==> config.mk <==
export PLATFORM = sky130hd
export DESIGN_NAME = mux_n_1_seq_flat
export DESIGN_NICKNAME = d
export VERILOG_FILES = /design/src/rtl/mux_n_1_seq_if.sv /design/src/rtl/mux_n_1_seq.sv /design/src/flat_wrapper.sv
export SDC_FILE = /design/constraint.sdc
export NUM_CORES = 1
export LEC_CHECK = 0
export ABC_AREA = 1
export ABC_CLOCK_PERIOD_IN_PS = 2090
export BUFFER_PORTS_ARGS = -buffer_cell sky130_fd_sc_hd__buf_2
export CAP_MARGIN = 20
export CORE_MARGIN = 10
export CORE_UTILIZATION = 40
export DETAILED_ROUTE_END_ITERATION = 16
export GPL_TIMING_DRIVEN = 1
export PLACE_DENSITY = 0.73
export SLEW_MARGIN = 20
export SYNTH_ARGS = -nofsm -noshare
export SYNTH_HDL_FRONTEND = slang
export SYNTH_SLANG_ARGS = --single-unit
==> constraint.sdc <==
create_clock -name clk -period 2.09 [get_ports clk]
set_clock_uncertainty 0.2 [all_clocks]
set_input_delay 0.3135 -clock clk [delete_from_list [all_inputs] [get_ports clk]]
set_output_delay 0.3135 -clock clk [all_outputs]
set_load 0.01 [all_outputs]
==> src/rtl/mux_n_1_seq_if.sv <==
// Channel data, select handshake and registered result of the N:1 selector.
interface mux_n_1_seq_if #(
    parameter int N_CH  = 8,
    parameter int DW    = 1,
    parameter int SEL_W = 3
);
    logic [N_CH*DW-1:0] d_in;
    logic [SEL_W-1:0]   sel;
    logic               sel_valid;
    logic               mode;
    logic [DW-1:0]      out;
    logic               out_valid;
    logic [SEL_W-1:0]   out_ch;
    logic               sel_err;
    logic               scan_wrap;

    modport master (
        output d_in, sel, sel_valid, mode,
        input  out, out_valid, out_ch, sel_err, scan_wrap
    );

    modport slave (
        input  d_in, sel, sel_valid, mode,
        output out, out_valid, out_ch, sel_err, scan_wrap
    );
endinterface

==> src/rtl/mux_n_1_seq.sv <==
// Registered N:1 selector with a latched, validated select (direct mode)
// and an autonomous channel scan that holds each channel SCAN_HOLD cycles.
module mux_n_1_seq #(
    parameter int N_CH      = 8,
    parameter int DW        = 1,
    parameter int SEL_W     = 3,
    parameter int SCAN_HOLD = 1
) (
    input  logic          clk,
    input  logic          global_resetn,
    mux_n_1_seq_if.slave  bus
);

    localparam int HW = $clog2(SCAN_HOLD) + 1;
    localparam logic [SEL_W-1:0] LAST_CH = SEL_W'(N_CH - 1);
    localparam logic [HW-1:0]    HOLD_TC = HW'(SCAN_HOLD - 1);

    if (SEL_W != $clog2(N_CH)) begin : g_sel_w_chk
        $error("mux_n_1_seq: SEL_W must equal clog2(N_CH)");
    end
    if (N_CH < 2 || N_CH > 64) begin : g_n_ch_chk
        $error("mux_n_1_seq: N_CH must be in 2..64");
    end
    if (SCAN_HOLD < 1 || SCAN_HOLD > 256) begin : g_hold_chk
        $error("mux_n_1_seq: SCAN_HOLD must be in 1..256");
    end

    typedef enum logic [1:0] {
        IDLE,
        DIRECT,
        SCAN
    } state_t;

    state_t            state;
    logic [HW-1:0]     hold_cnt;
    logic              sel_legal;
    logic [SEL_W-1:0]  next_ch;

    function automatic logic [DW-1:0] pick(input logic [N_CH*DW-1:0] d,
                                           input logic [SEL_W-1:0]   ch);
        return d[int'(ch)*DW +: DW];
    endfunction

    // Select legality and the modulo-N_CH successor of the current channel.
    always_comb begin
        sel_legal = (int'(bus.sel) < N_CH);
        next_ch   = (bus.out_ch == LAST_CH) ? '0 : bus.out_ch + SEL_W'(1);
    end

    // Mode FSM; out and out_ch are always written together so they never skew.
    always_ff @(posedge clk or negedge global_resetn) begin
        if (!global_resetn) begin
            state         <= IDLE;
            hold_cnt      <= '0;
            bus.out       <= '0;
            bus.out_valid <= 1'b0;
            bus.out_ch    <= '0;
            bus.sel_err   <= 1'b0;
            bus.scan_wrap <= 1'b0;
        end else begin
            bus.sel_err   <= 1'b0;
            bus.scan_wrap <= 1'b0;
            case (state)
                IDLE: begin
                    if (bus.mode) begin
                        state         <= SCAN;
                        hold_cnt      <= '0;
                        bus.out_ch    <= '0;
                        bus.out       <= pick(bus.d_in, '0);
                        bus.out_valid <= 1'b1;
                    end else if (bus.sel_valid) begin
                        if (sel_legal) begin
                            state         <= DIRECT;
                            bus.out_ch    <= bus.sel;
                            bus.out       <= pick(bus.d_in, bus.sel);
                            bus.out_valid <= 1'b1;
                        end else begin
                            bus.sel_err <= 1'b1;
                        end
                    end
                end
                DIRECT: begin
                    if (bus.mode) begin
                        state         <= SCAN;
                        hold_cnt      <= '0;
                        bus.out_ch    <= '0;
                        bus.out       <= pick(bus.d_in, '0);
                        bus.out_valid <= 1'b1;
                    end else if (bus.sel_valid && sel_legal) begin
                        bus.out_ch    <= bus.sel;
                        bus.out       <= pick(bus.d_in, bus.sel);
                        bus.out_valid <= 1'b1;
                    end else begin
                        bus.sel_err <= bus.sel_valid;
                        bus.out     <= pick(bus.d_in, bus.out_ch);
                    end
                end
                SCAN: begin
                    if (!bus.mode) begin
                        // Leaving scan keeps the current channel unless a legal
                        // select arrives on the very same edge.
                        state    <= DIRECT;
                        hold_cnt <= '0;
                        if (bus.sel_valid && sel_legal) begin
                            bus.out_ch <= bus.sel;
                            bus.out    <= pick(bus.d_in, bus.sel);
                        end else begin
                            bus.sel_err <= bus.sel_valid;
                            bus.out     <= pick(bus.d_in, bus.out_ch);
                        end
                    end else if (hold_cnt == HOLD_TC) begin
                        hold_cnt      <= '0;
                        bus.out_ch    <= next_ch;
                        bus.out       <= pick(bus.d_in, next_ch);
                        bus.scan_wrap <= (bus.out_ch == LAST_CH);
                    end else begin
                        hold_cnt <= hold_cnt + HW'(1);
                        bus.out  <= pick(bus.d_in, bus.out_ch);
                    end
                end
                default: state <= IDLE;
            endcase
        end
    end

endmodule

==> src/flat_wrapper.sv <==
// flat-port wrapper written by rule: the top's interface ports become plain ports
module mux_n_1_seq_flat 
#(
    parameter int N_CH      = 8,
    parameter int DW        = 1,
    parameter int SEL_W     = 3,
    parameter int SCAN_HOLD = 1
)
  (clk, global_resetn, bus_d_in, bus_sel, bus_sel_valid, bus_mode, bus_out, bus_out_valid, bus_out_ch, bus_sel_err, bus_scan_wrap);
  mux_n_1_seq_if #(.N_CH(N_CH), .DW(DW), .SEL_W(SEL_W)) bus_i ();
  input  logic clk;
  input  logic global_resetn;
  input wire logic [$bits(bus_i.d_in)-1:0] bus_d_in;
  input wire logic [$bits(bus_i.sel)-1:0] bus_sel;
  input wire logic [$bits(bus_i.sel_valid)-1:0] bus_sel_valid;
  input wire logic [$bits(bus_i.mode)-1:0] bus_mode;
  output wire logic [$bits(bus_i.out)-1:0] bus_out;
  output wire logic [$bits(bus_i.out_valid)-1:0] bus_out_valid;
  output wire logic [$bits(bus_i.out_ch)-1:0] bus_out_ch;
  output wire logic [$bits(bus_i.sel_err)-1:0] bus_sel_err;
  output wire logic [$bits(bus_i.scan_wrap)-1:0] bus_scan_wrap;
  assign bus_i.d_in = bus_d_in;
  assign bus_i.sel = bus_sel;
  assign bus_i.sel_valid = bus_sel_valid;
  assign bus_i.mode = bus_mode;
  assign bus_out = bus_i.out;
  assign bus_out_valid = bus_i.out_valid;
  assign bus_out_ch = bus_i.out_ch;
  assign bus_sel_err = bus_i.sel_err;
  assign bus_scan_wrap = bus_i.scan_wrap;
  mux_n_1_seq #(.N_CH(N_CH), .DW(DW), .SEL_W(SEL_W), .SCAN_HOLD(SCAN_HOLD)) u_core (.clk(clk), .global_resetn(global_resetn), .bus(bus_i));
endmodule
### After elaboration in Yosys (flattened, before gate mapping)

Index checks and enable logic that the tools add are counted.
W data, S select, Z words.

* flip-flop bits (word level): 9
* output and inout port bits: 7
* logic and storage cells: 56
* input port bits: 15

* shift-type cells: 3
* add/sub/neg operators: 2
* reductions and logical operators: 10
* equality and inequality tests: 8
* muxes and demuxes: 27

Operator list (count)
* $shiftx A8 B4 Y1: 3
* $mux W3: 5
* $mux W1: 14
* $mux W2: 4
* $reduce_and A2 Y1: 4
* $ne A3 B3 Y1 const B: 2
* $pmux W2 S3: 1
* $pmux W3 S2: 1
* $ne A2 B2 Y1 const B: 2
* $reduce_bool A2 Y1: 2
* $add A3 B1 Y3 const B: 1
* $eq A3 B3 Y1 const B: 1
* $pmux W1 S3: 1
* $reduce_and A3 Y1: 1
* $reduce_bool A3 Y1: 1
* $eq A2 B1 Y1 const B: 1
* $eq A2 B2 Y1 const B: 1
* $logic_not A2 Y1: 1
* $ne A2 B1 Y1 const B: 1
* $pmux W1 S2: 1
* $reduce_or A2 Y1: 1
* $add A1 B1 Y1 const B: 1

### Logic depth before layout (Yosys ltp)

Gate-level depths: netlist (run 1).

* depth in word-level cells: 6
* mapped depth: 12
* gate-level depth less buffers: 12

### Least setup slack after synthesis (run 1)

No wires, ideal clock.

* path kind: reg-to-reg
* start point: register u_core.bus.out_ch[0]
* end point: register u_core.bus.out
* setup time: 0.116 ns
* period minus slack after synthesis: 1.804 ns
* arrival time: 1.487 ns
* stages on the path, launching flop included: 13
* data required time: 1.774 ns
* buffers on the path: 0
* setup slack: 0.286 ns
* cell sequence: dfrtp_1 -> ha_1 -> ha_1 -> inv_1 -> nand2_2 -> nand2_1 -> nand3_1 -> nand3_1 -> nand3_1 -> nand3_1 -> nand3_1 -> nand2_1 -> nand2_1

* cells in the longest elaborated chain, start to end: 6
* elaborated cells between the ends (all ways): 10
* those cells by class: add/sub: 1; eq/ne: 1; shift: 2; mux: 6

Ends and longest elaborated chain
* start, declared: line mux_n_1_seq_if.sv:24 `output out, out_valid, out_ch, sel_err, scan_wrap`
* start signal, assigned: line mux_n_1_seq.sv:74 `bus.out_ch <= bus.sel;`
* start signal, assigned: line mux_n_1_seq.sv:90 `bus.out_ch <= bus.sel;`
* start signal, assigned: line mux_n_1_seq.sv:105 `bus.out_ch <= bus.sel;`
* $add A3 B1 Y3 or $eq A3 B3 Y1 (tied branches): line mux_n_1_seq.sv:47 `next_ch = (bus.out_ch == LAST_CH) ? '0 : bus.out_ch + SEL_W'(1);`
* $mux W3: line mux_n_1_seq.sv:47
* $shiftx A8 B4 Y1: line mux_n_1_seq.sv:41 `return d[int'(ch)*DW +: DW];`
* $mux W1: line mux_n_1_seq.sv:111 `end else if (hold_cnt == HOLD_TC) begin`
* $mux W1: line mux_n_1_seq.sv:99 `if (!bus.mode) begin`
* $pmux W1 S3 *: line mux_n_1_seq.sv:63 `case (state)`
* end signal, assigned: line mux_n_1_seq.sv:69 `bus.out <= pick(bus.d_in, '0);`
* end signal, assigned: line mux_n_1_seq.sv:109 `bus.out <= pick(bus.d_in, bus.out_ch);`
* end signal, assigned: line mux_n_1_seq.sv:114 `bus.out <= pick(bus.d_in, next_ch);`
* end, declared: line mux_n_1_seq_if.sv:24

Every way passes the cells marked *; elsewhere a longest branch is shown, timed or not.
A chain may end at the register's enable or synchronous reset.

### Final worst setup path (run 1)

Ends and elaborated chain as after synthesis.

==> results of run 1 <==
## synthesized netlist by cell type
| cell | number | area (um2) |
|---|---|---|
| conb_1 | 1 | 3.75 |
| buf_4 | 2 | 15.0 |
| nand3b_1 | 1 | 7.51 |
| o21bai_1 | 1 | 7.51 |
| inv_1 | 21 | 78.8 |
| nor2_1 | 8 | 30.0 |
| a21oi_2 | 1 | 8.76 |
| o21ai_1 | 2 | 10.0 |
| nand2_2 | 1 | 6.26 |
| ha_1 | 6 | 75.1 |
| o22ai_1 | 3 | 18.8 |
| o21ai_0 | 7 | 35.0 |
| nand3_1 | 25 | 125 |
| nand2_1 | 38 | 143 |
| dfrtp_1 | 8 | 200 |
| inv_2 | 4 | 15.0 |
## flip-flops by register name (all words and copies together), names as in the netlist
name / count
u_core.bus.out_ch: 3
u_core.state: 2
u_core.bus.out: 1
u_core.bus.out_valid: 1
u_core.bus.scan_wrap: 1
## metrics by stage
stage               setup WS (ns)  hold slack [ns]  instances   util  power (mW)
floorplan                   0.286           -0.182        129      -       0.714
global placement            0.219          -0.0404        172  0.502       0.863
detailed placement          0.186          -0.0399        172  0.502       0.870
CTS                         0.188            0.212        176  0.521       0.995
global route               0.0218            0.219        176  0.521        1.11
finish                      0.202            0.218        176  0.521       0.986
## layout make-up
type                    count  area [um2]  share of cell area
clock buffers               3        22.5              0.0243
well taps                  25        31.3              0.0337
repair buffers             21         110               0.119
multi-input cells          94         470               0.507
flip-flops and latches      8         200               0.216
inverters                  25        93.8               0.101
## power by group
part / switching [mW] / total, mW / internal, mW
Clock: 0.0472 / 0.113 / 0.0653
Sequential: 0.0608 / 0.270 / 0.209
Combinational: 0.373 / 0.603 / 0.231
Total: 0.481 / 0.986 / 0.505
## layer usage
metal  global-route usage  vias to the layer above
li1                     -                      451
met1                0.124                      374
met2                0.152                       26
met3               0.0314                        0
met4               0.0481                        0
met5                    0                        -
## kinds of logic after synthesis
kind of cell,after synthesis
flops,8
other cells,1
simple gates,73
buf+inv,27
compound gates,14
fa+ha+maj,6
## worst min path at each step
stage	endpoint	cells past startpoint	slack [ns]
floorplan	u_core.bus.out	0	-0.18
global placement	u_core.state[0]	1	-0.04
global route	u_core.state[0]	2	0.22
finish	u_core.state[1]	2	0.22
CTS	u_core.state[0]	2	0.21
detailed placement	u_core.state[0]	1	-0.04
## repair_timing
action / CTS / global route
setup buffers: 0 / 0
endpoints found under the hold margin: 8 / 0
hold buffers: 1 / 0
==> impl_metrics.toml, run 1 <==
[yosys]
avgSynthCellArea_um2 = 6.04
synthMuxAreaShare = 0
syn_inst = 129
synthAdderAreaFrac = 0.0963
synthSimpleGateAreaFrac = 0.400
syn_nets = 150
synthXorXnorAreaFrac = 0
yosysUniqueCellTypes = 16
synth-seq-cells = 8
synth_top_family_by_area = "simple AND/OR/NAND/NOR gates"
yosysWarnings = 0
syn_area_um2 = 779
synth_compound_area_frac = 0.103
yosysSeqAreaShare = 0.257

[setup_path]
reg2reg_depth = 12
start_kind = "flop"
r2r_slack_ns = 0.20
crit_cells = 12
reg2reg_to = "u_core.bus.out"
crit_path_max_incr_delay_ns = 0.45
cp-startpoint = "u_core.bus.out_ch[0]"
end_kind = "flop"
critPathTopFamily = "simple AND/OR/NAND/NOR gates"
worst-path-buf-inv = 1
critPathMaxFanout = 8
crit_type = "reg2reg"
worstPathRequired_ns = 2.03
cpMaxStageDelayCell = "dfrtp_1"
r2r_start = "u_core.bus.out_ch[0]"
cp-endpoint = "u_core.bus.out"
cp_common_cell = "nand3_1"
worstPathArrival_ns = 1.83
path_cells = "ha_1 -> ha_1 -> inv_1 -> nand2_2 -> nand2_1 -> nand3_1 -> nand3_1 -> nand3_1 -> nand3_1 -> nand3_1 -> nand2_1 -> nand2_1"

[placement]
gp_congestion = 0.938
dpl_cell_area_um2 = 896
post-dp-hpwl_mm = 1.71
port_buffers = 20

[route]
initialDrtViolationCount = 26
drc_errors = 0
drt_pass1_iterations = 4
drt-vias-per-instance = 4.84
num_vias = 851
dr_wl_met3_um = 112
m1WireLength_um = 973
ant_nets = 0
wl_met2_um = 942
wl_per_cell_um = 11.5
dr.max_layer_used = "met3"
routed_wl_mm = 2.03

[clock_network]
clk_latency_ns = 0.25
root_buffer = "clkbuf_4"
tritoncts = "done"
clock_path_buffers = 2
cts-htree-levels = 1
cts-resized-gates = 0
path_clk_slew_ns = 0.05
cts_buffers = 3
cts_sinks = 8

[sta]
max_freq_mhz = 530
period_share = 0.903
setup_viol = 0
finalHoldViolations = 0
fin_crit_ns = 1.89
final-max-slew-violation-count = 0
setup_tns_ns = 0
rsz0062_at_grt = "no"

[floorplanning]
die-area_um2 = 4110
io_pins = 22
std_cell_rows = 15
die-width_um = 64.1
coreArea_um2 = 1780
start_util = 0.437
die_height_um = 64.1

[cells_and_area]
area_growth_pct = 19.1
fill_cells = 181
drive_gt1_frac = 0.192
layout_commonest_cell = "nand2_1"
num_antenna_cells = 0
fin_area_um2 = 928
final_nets = 174
final_cell_mix = "nand2_1, nand3_1, inv_1"

[global_routing]
antenna_found_initial = 0
grt_max_degree = 9
overflow = 0
grt_pass1_vias = 823
grt_pass1_wl_mm = 3.37
grt_use_total = 0.0996

[outcome]
status = "complete, no violations"

[flow_run]
drv_cap = 0

[min_path]
hold_path_class = "in2async"

[power_and_ir_drop]
cellLeakagePower_nw = 0.532
power_density_nw_per_um2 = 1060
irDropWorstVdd_mv = 0.589
Note: power is estimated with default switching activity, not from simulation.
==> run 2, diff against run 1 <==
Settings changed: RECOVER_POWER from default to 25.
==> run 2 against run 1 <==
  * Final cell count unchanged
  * Critical endpoint unchanged
  * Critical path depth unchanged
  * Routed wire length did not move
  * Largest cell class unchanged
  * Power about the same
  * Global-route usage stayed put
  * Setup slack is essentially flat
  * Flip-flop and latch count unchanged
  * Combinational power about the same
  * Die area is the same
  * Non-clock buffer count unchanged
  * Via count did not move
  * Register-to-register slack hardly changed
==> impl_metrics.toml, run 2 (synthesized netlist as in run 1, its figures left out) <==
[power_and_ir_drop]
p_sw_mw = 0.481
p_int_mw = 0.505
p_sw_frac = 0.488
seq_power_share = 0.274
cellLeakagePower_nw = 0.529
clock_power_share = 0.114
p_comb_frac = 0.612
power_density_nw_per_um2 = 1060
irDropWorstVdd_mv = 0.589

[sta]
rsz0062_at_grt = "no"
final-max-slew-violation-count = 0
period_share = 0.903
finalHoldViolations = 0
whs_ns = 0.218
setup_viol = 0
setup_tns_ns = 0
max_freq_mhz = 530
fin_crit_ns = 1.89

[clock_network]
tritoncts = "done"
clk_latency_ns = 0.25
root_buffer = "clkbuf_4"
cts_sinks = 8
cts_buffers = 3
clock_path_buffers = 2
cts-resized-gates = 0
cts-htree-levels = 1
path_clk_slew_ns = 0.05

[setup_path]
cp-startpoint = "u_core.bus.out_ch[0]"
cp-endpoint = "u_core.bus.out"
reg2reg_depth = 12
end_kind = "flop"
crit_type = "reg2reg"
start_kind = "flop"
critPathMaxFanout = 8
worstPathRequired_ns = 2.03
worstPathArrival_ns = 1.83
reg2reg_to = "u_core.bus.out"
r2r_start = "u_core.bus.out_ch[0]"
r2r_slack_ns = 0.20

[cells_and_area]
drive_gt1_frac = 0.185
fill_cells = 181
final_cell_mix = "nand2_1, nand3_1, inv_1"
layout_commonest_cell = "nand2_1"
area_growth_pct = 18.9
top_regs = "u_core.bus.out_ch: 3 flops, u_core.state: 2 flops"
final_nets = 174
regMostFlops = "u_core.bus.out_ch"
final_util = 0.520
num_antenna_cells = 0
largest_reg_flops = 3

[placement]
post-dp-hpwl_mm = 1.71
port_buffers = 20
gp_congestion = 0.938

[route]
drt_pass1_iterations = 4
ant_nets = 0
drc_errors = 0
initialDrtViolationCount = 26
routed_wl_mm = 2.03
num_vias = 851
wl_per_cell_um = 11.5
drt-vias-per-instance = 4.84

[floorplanning]
coreArea_um2 = 1780
io_pins = 22
die-width_um = 64.1
die_height_um = 64.1
start_util = 0.437
std_cell_rows = 15
die-area_um2 = 4110

[global_routing]
overflow = 0
grt_use_total = 0.0996
antenna_found_initial = 0
grt_pass1_vias = 823
grt_pass1_wl_mm = 3.37
grt_max_degree = 9

[outcome]
status = "complete, no violations"

[min_path]
hold_path_class = "in2reg"

[flow_run]
drv_cap = 0
[run 2: metal layers]
metal | vias up | routed length [um] | track usage
met5 | - | 0 | 0
met4 | 0 | 0 | 0.0481
met3 | 0 | 112 | 0.0314
met2 | 26 | 942 | 0.152
met1 | 374 | 973 | 0.124
li1 | 451 | - | -
[run 2: how the worst min path moves through the flow]
stage	cells past startpoint	startpoint	endpoint	slack [ns]
2_1_floorplan	0	global_resetn	u_core.bus.out	-0.18
3_3_place_gp	1	global_resetn	u_core.state[0]	-0.04
3_5_place_dp	1	global_resetn	u_core.state[0]	-0.04
4_1_cts	2	global_resetn	u_core.state[0]	0.21
5_1_grt	3	bus_sel_valid	u_core.bus.out_valid	0.25
6_report	3	bus_sel_valid	u_core.bus.out_valid	0.22
[run 2: worst max-delay path, cell delays in order (launching register included)]
cell     delay [ns]
dfrtp_1        0.45
ha_1           0.24
ha_1           0.19
inv_1          0.08
nand2_2        0.09
nand2_1        0.07
nand3_1        0.06
nand3_1        0.08
nand3_1        0.07
nand3_1        0.08
nand3_1        0.06
nand2_1        0.06
nand2_1        0.05
[run 2: timing repair]
action | 4_1_cts | 5_1_grt
hold buffers | 1 | 0
endpoints found under the hold margin | 8 | 0
setup endpoints to repair | 0 | 0
setup buffers | 0 | 0
[run 2: stage by stage]
step	power, mW	instance area, um2	setup WS (ns)	cells
after floorplan	0.714	779	0.286	129
after global placement	0.863	896	0.219	172
after detailed placement	0.870	896	0.186	172
after CTS	0.995	928	0.188	176
after global routing	1.11	927	0.0218	176
final	0.986	927	0.202	176
[run 2: final cells by class]
cell class	instances	area [um2]	area share
Timing Repair Buffer	21	109	0.117
Inverter	25	93.8	0.101
Sequential cell	8	200	0.216
Multi-Input combinational cell	94	470	0.507
Tap cell	25	31.3	0.0337
Clock buffer	3	22.5	0.0243
[run 2: power by group through the flow]
stage,logic (mW),registers (mW),clock network (mW)
after global routing,0.693,0.278,0.134
after global placement,0.593,0.270,0
final,0.603,0.270,0.112
after CTS,0.604,0.270,0.120
after detailed placement,0.597,0.272,0
after floorplan,0.436,0.278,0
==> run 3, diff against run 2 <==
Settings changed: CORE_MARGIN 10 to 1, CTS_BUF_LIST from default to sky130_fd_sc_hd__clkbuf_4 sky130_fd_sc_hd__clkbuf_8 sky130_fd_sc_hd__clkbuf_16.
==> run 3 against run 2 <==
  * Non-clock buffer count is the same
  * Largest cell class unchanged
  * Global-route usage grew 10 points
  * First-iteration DRC count grew 27%
  * Critical path depth is the same
  * Register-to-register slack is essentially flat
  * Worst hold slack gained 0.017 ns
  * Maximum frequency grew 0.54%
==> impl_metrics.toml, run 3 (synthesized netlist as in run 1, its figures left out) <==
[clock_network]
clock_path_buffers = 2
tritoncts = "done"
cts_setup_buffers = 0
cts_buffers = 3
cts-htree-levels = 1
clk_latency_ns = 0.25
cts_sinks = 8
root_buffer = "clkbuf_4"
path_clk_slew_ns = 0.05

[global_routing]
overflow = 0
grt_max_degree = 9
antenna_found_initial = 0
grt_use_total = 0.202
grt_pass1_wl_mm = 3.09
grt_pass1_vias = 766

[setup_path]
r2r_start = "u_core.bus.out_ch[0]"
critPathMaxFanout = 8
crit_path_max_incr_delay_ns = 0.45
worst-path-buf-inv = 1
worstPathRequired_ns = 2.03
reg2reg_to = "u_core.bus.out"
worstPathArrival_ns = 1.82
reg2reg_depth = 12
cpMaxStageDelayCell = "dfrtp_2"
path_cells = "ha_1 -> ha_1 -> inv_1 -> nand2_2 -> nand2_1 -> nand3_1 -> nand3_1 -> nand3_1 -> nand3_1 -> nand3_1 -> nand2_1 -> nand2_1"
r2r_slack_ns = 0.21
crit_type = "reg2reg"
start_kind = "flop"
cp_common_cell = "nand3_1"
end_kind = "flop"
cp-startpoint = "u_core.bus.out_ch[0]"
critPathTopFamily = "simple AND/OR/NAND/NOR gates"

[route]
drt_pass1_iterations = 4
drc_errors = 0
routed_wl_mm = 1.82
initialDrtViolationCount = 33
num_vias = 879
wl_per_cell_um = 10.3
drt-vias-per-instance = 4.99
ant_nets = 0

[cells_and_area]
instances_no_fill = 176
layout_commonest_cell = "nand2_1"
regMostFlops = "u_core.bus.out_ch"
num_antenna_cells = 0
fill_cells = 178
largest_reg_flops = 3
final_nets = 174
final_cell_mix = "nand2_1, nand3_1, inv_1"
drive_gt1_frac = 0.199
top_regs = "u_core.bus.out_ch: 3 flops, u_core.state: 2 flops"
final_util = 0.522
area_growth_pct = 19.4

[power_and_ir_drop]
power_mw = 0.990
irDropWorstVdd_mv = 0.633
cellLeakagePower_nw = 0.528
power_density_nw_per_um2 = 1060

[floorplanning]
start_util = 0.437
die-area_um2 = 2130
die-width_um = 46.1
io_pins = 22
coreArea_um2 = 1780
die_height_um = 46.1
std_cell_rows = 15

[min_path]
min_path_cells = 3
hold_path_class = "in2reg"
min_to = "u_core.bus.out_valid"
hp-start = "bus_sel_valid"

[sta]
period_share = 0.899
rsz0062_at_grt = "no"
fin_crit_ns = 1.88
finalHoldViolations = 0
final-max-slew-violation-count = 0
max_freq_mhz = 533
setup_tns_ns = 0
setup_viol = 0

[placement]
dp.cells = 172
post-dp-hpwl_mm = 1.51
gp_congestion = 0.919
port_buffers = 20

[flow_run]
drv_cap = 0

[outcome]
status = "complete, no violations"
-- run 3: metal layers --
layer  vias to the layer above  share of wire  GRT usage
li1                        456              -          -
met1                       395           0.50      0.283
met2                        28           0.46      0.318
met3                         0          0.046     0.0235
met4                         0              0     0.0706
met5                         -              0          0
-- run 3: how the worst max path moves through the flow --
| stage | to | slack, ns | cells past startpoint |
|---|---|---|---|
| after global routing | u_core.bus.out | 0.005 | 12 |
| after CTS | u_core.bus.out | 0.20 | 12 |
| final | u_core.bus.out | 0.21 | 12 |
| after floorplan | u_core.bus.out | 0.29 | 12 |
| after detailed placement | u_core.bus.out | 0.21 | 12 |
| after global placement | u_core.bus.out | 0.22 | 12 |
-- run 3: report_power, final --
| group | leakage [nW] | switching [mW] | internal (mW) |
|---|---|---|---|
| clock network | 0.0138 | 0.0463 | 0.0653 |
| registers | 0.0971 | 0.0630 | 0.211 |
| logic | 0.417 | 0.371 | 0.233 |
-- run 3: worst reg2reg max path: stages (launching register included) --
cell,delay [ns]
dfrtp_2,0.45
ha_1,0.22
ha_1,0.20
inv_1,0.08
nand2_2,0.09
nand2_1,0.07
nand3_1,0.06
nand3_1,0.08
nand3_1,0.07
nand3_1,0.08
nand3_1,0.06
nand2_1,0.06
nand2_1,0.05
-- run 3: cell type report --
class                           count  area [um2]  share of cell area
Multi-Input combinational cell     94         473               0.508
Timing Repair Buffer               21         109               0.117
Inverter                           25        93.8               0.101
Clock buffer                        3        22.5              0.0242
Sequential cell                     8         201               0.216
Tap cell                           25        31.3              0.0336
-- run 3: stage by stage --
| stage | hold WS (ns) | setup slack, ns | instance area [um2] |
|---|---|---|---|
| global route | 0.235 | 0.00520 | 931 |
| finish | 0.235 | 0.212 | 931 |
| detailed placement | -0.0385 | 0.207 | 896 |
| global placement | -0.0401 | 0.222 | 896 |
| CTS | 0.216 | 0.198 | 928 |
| floorplan | -0.182 | 0.286 | 779 |
-- run 3: repair_timing --
action / 4_1_cts / 5_1_grt
hold buffers: 1 / 0
endpoints found under the setup margin: 0 / 1
gates resized for setup: 0 / 2
hold endpoints to repair: 8 / 0
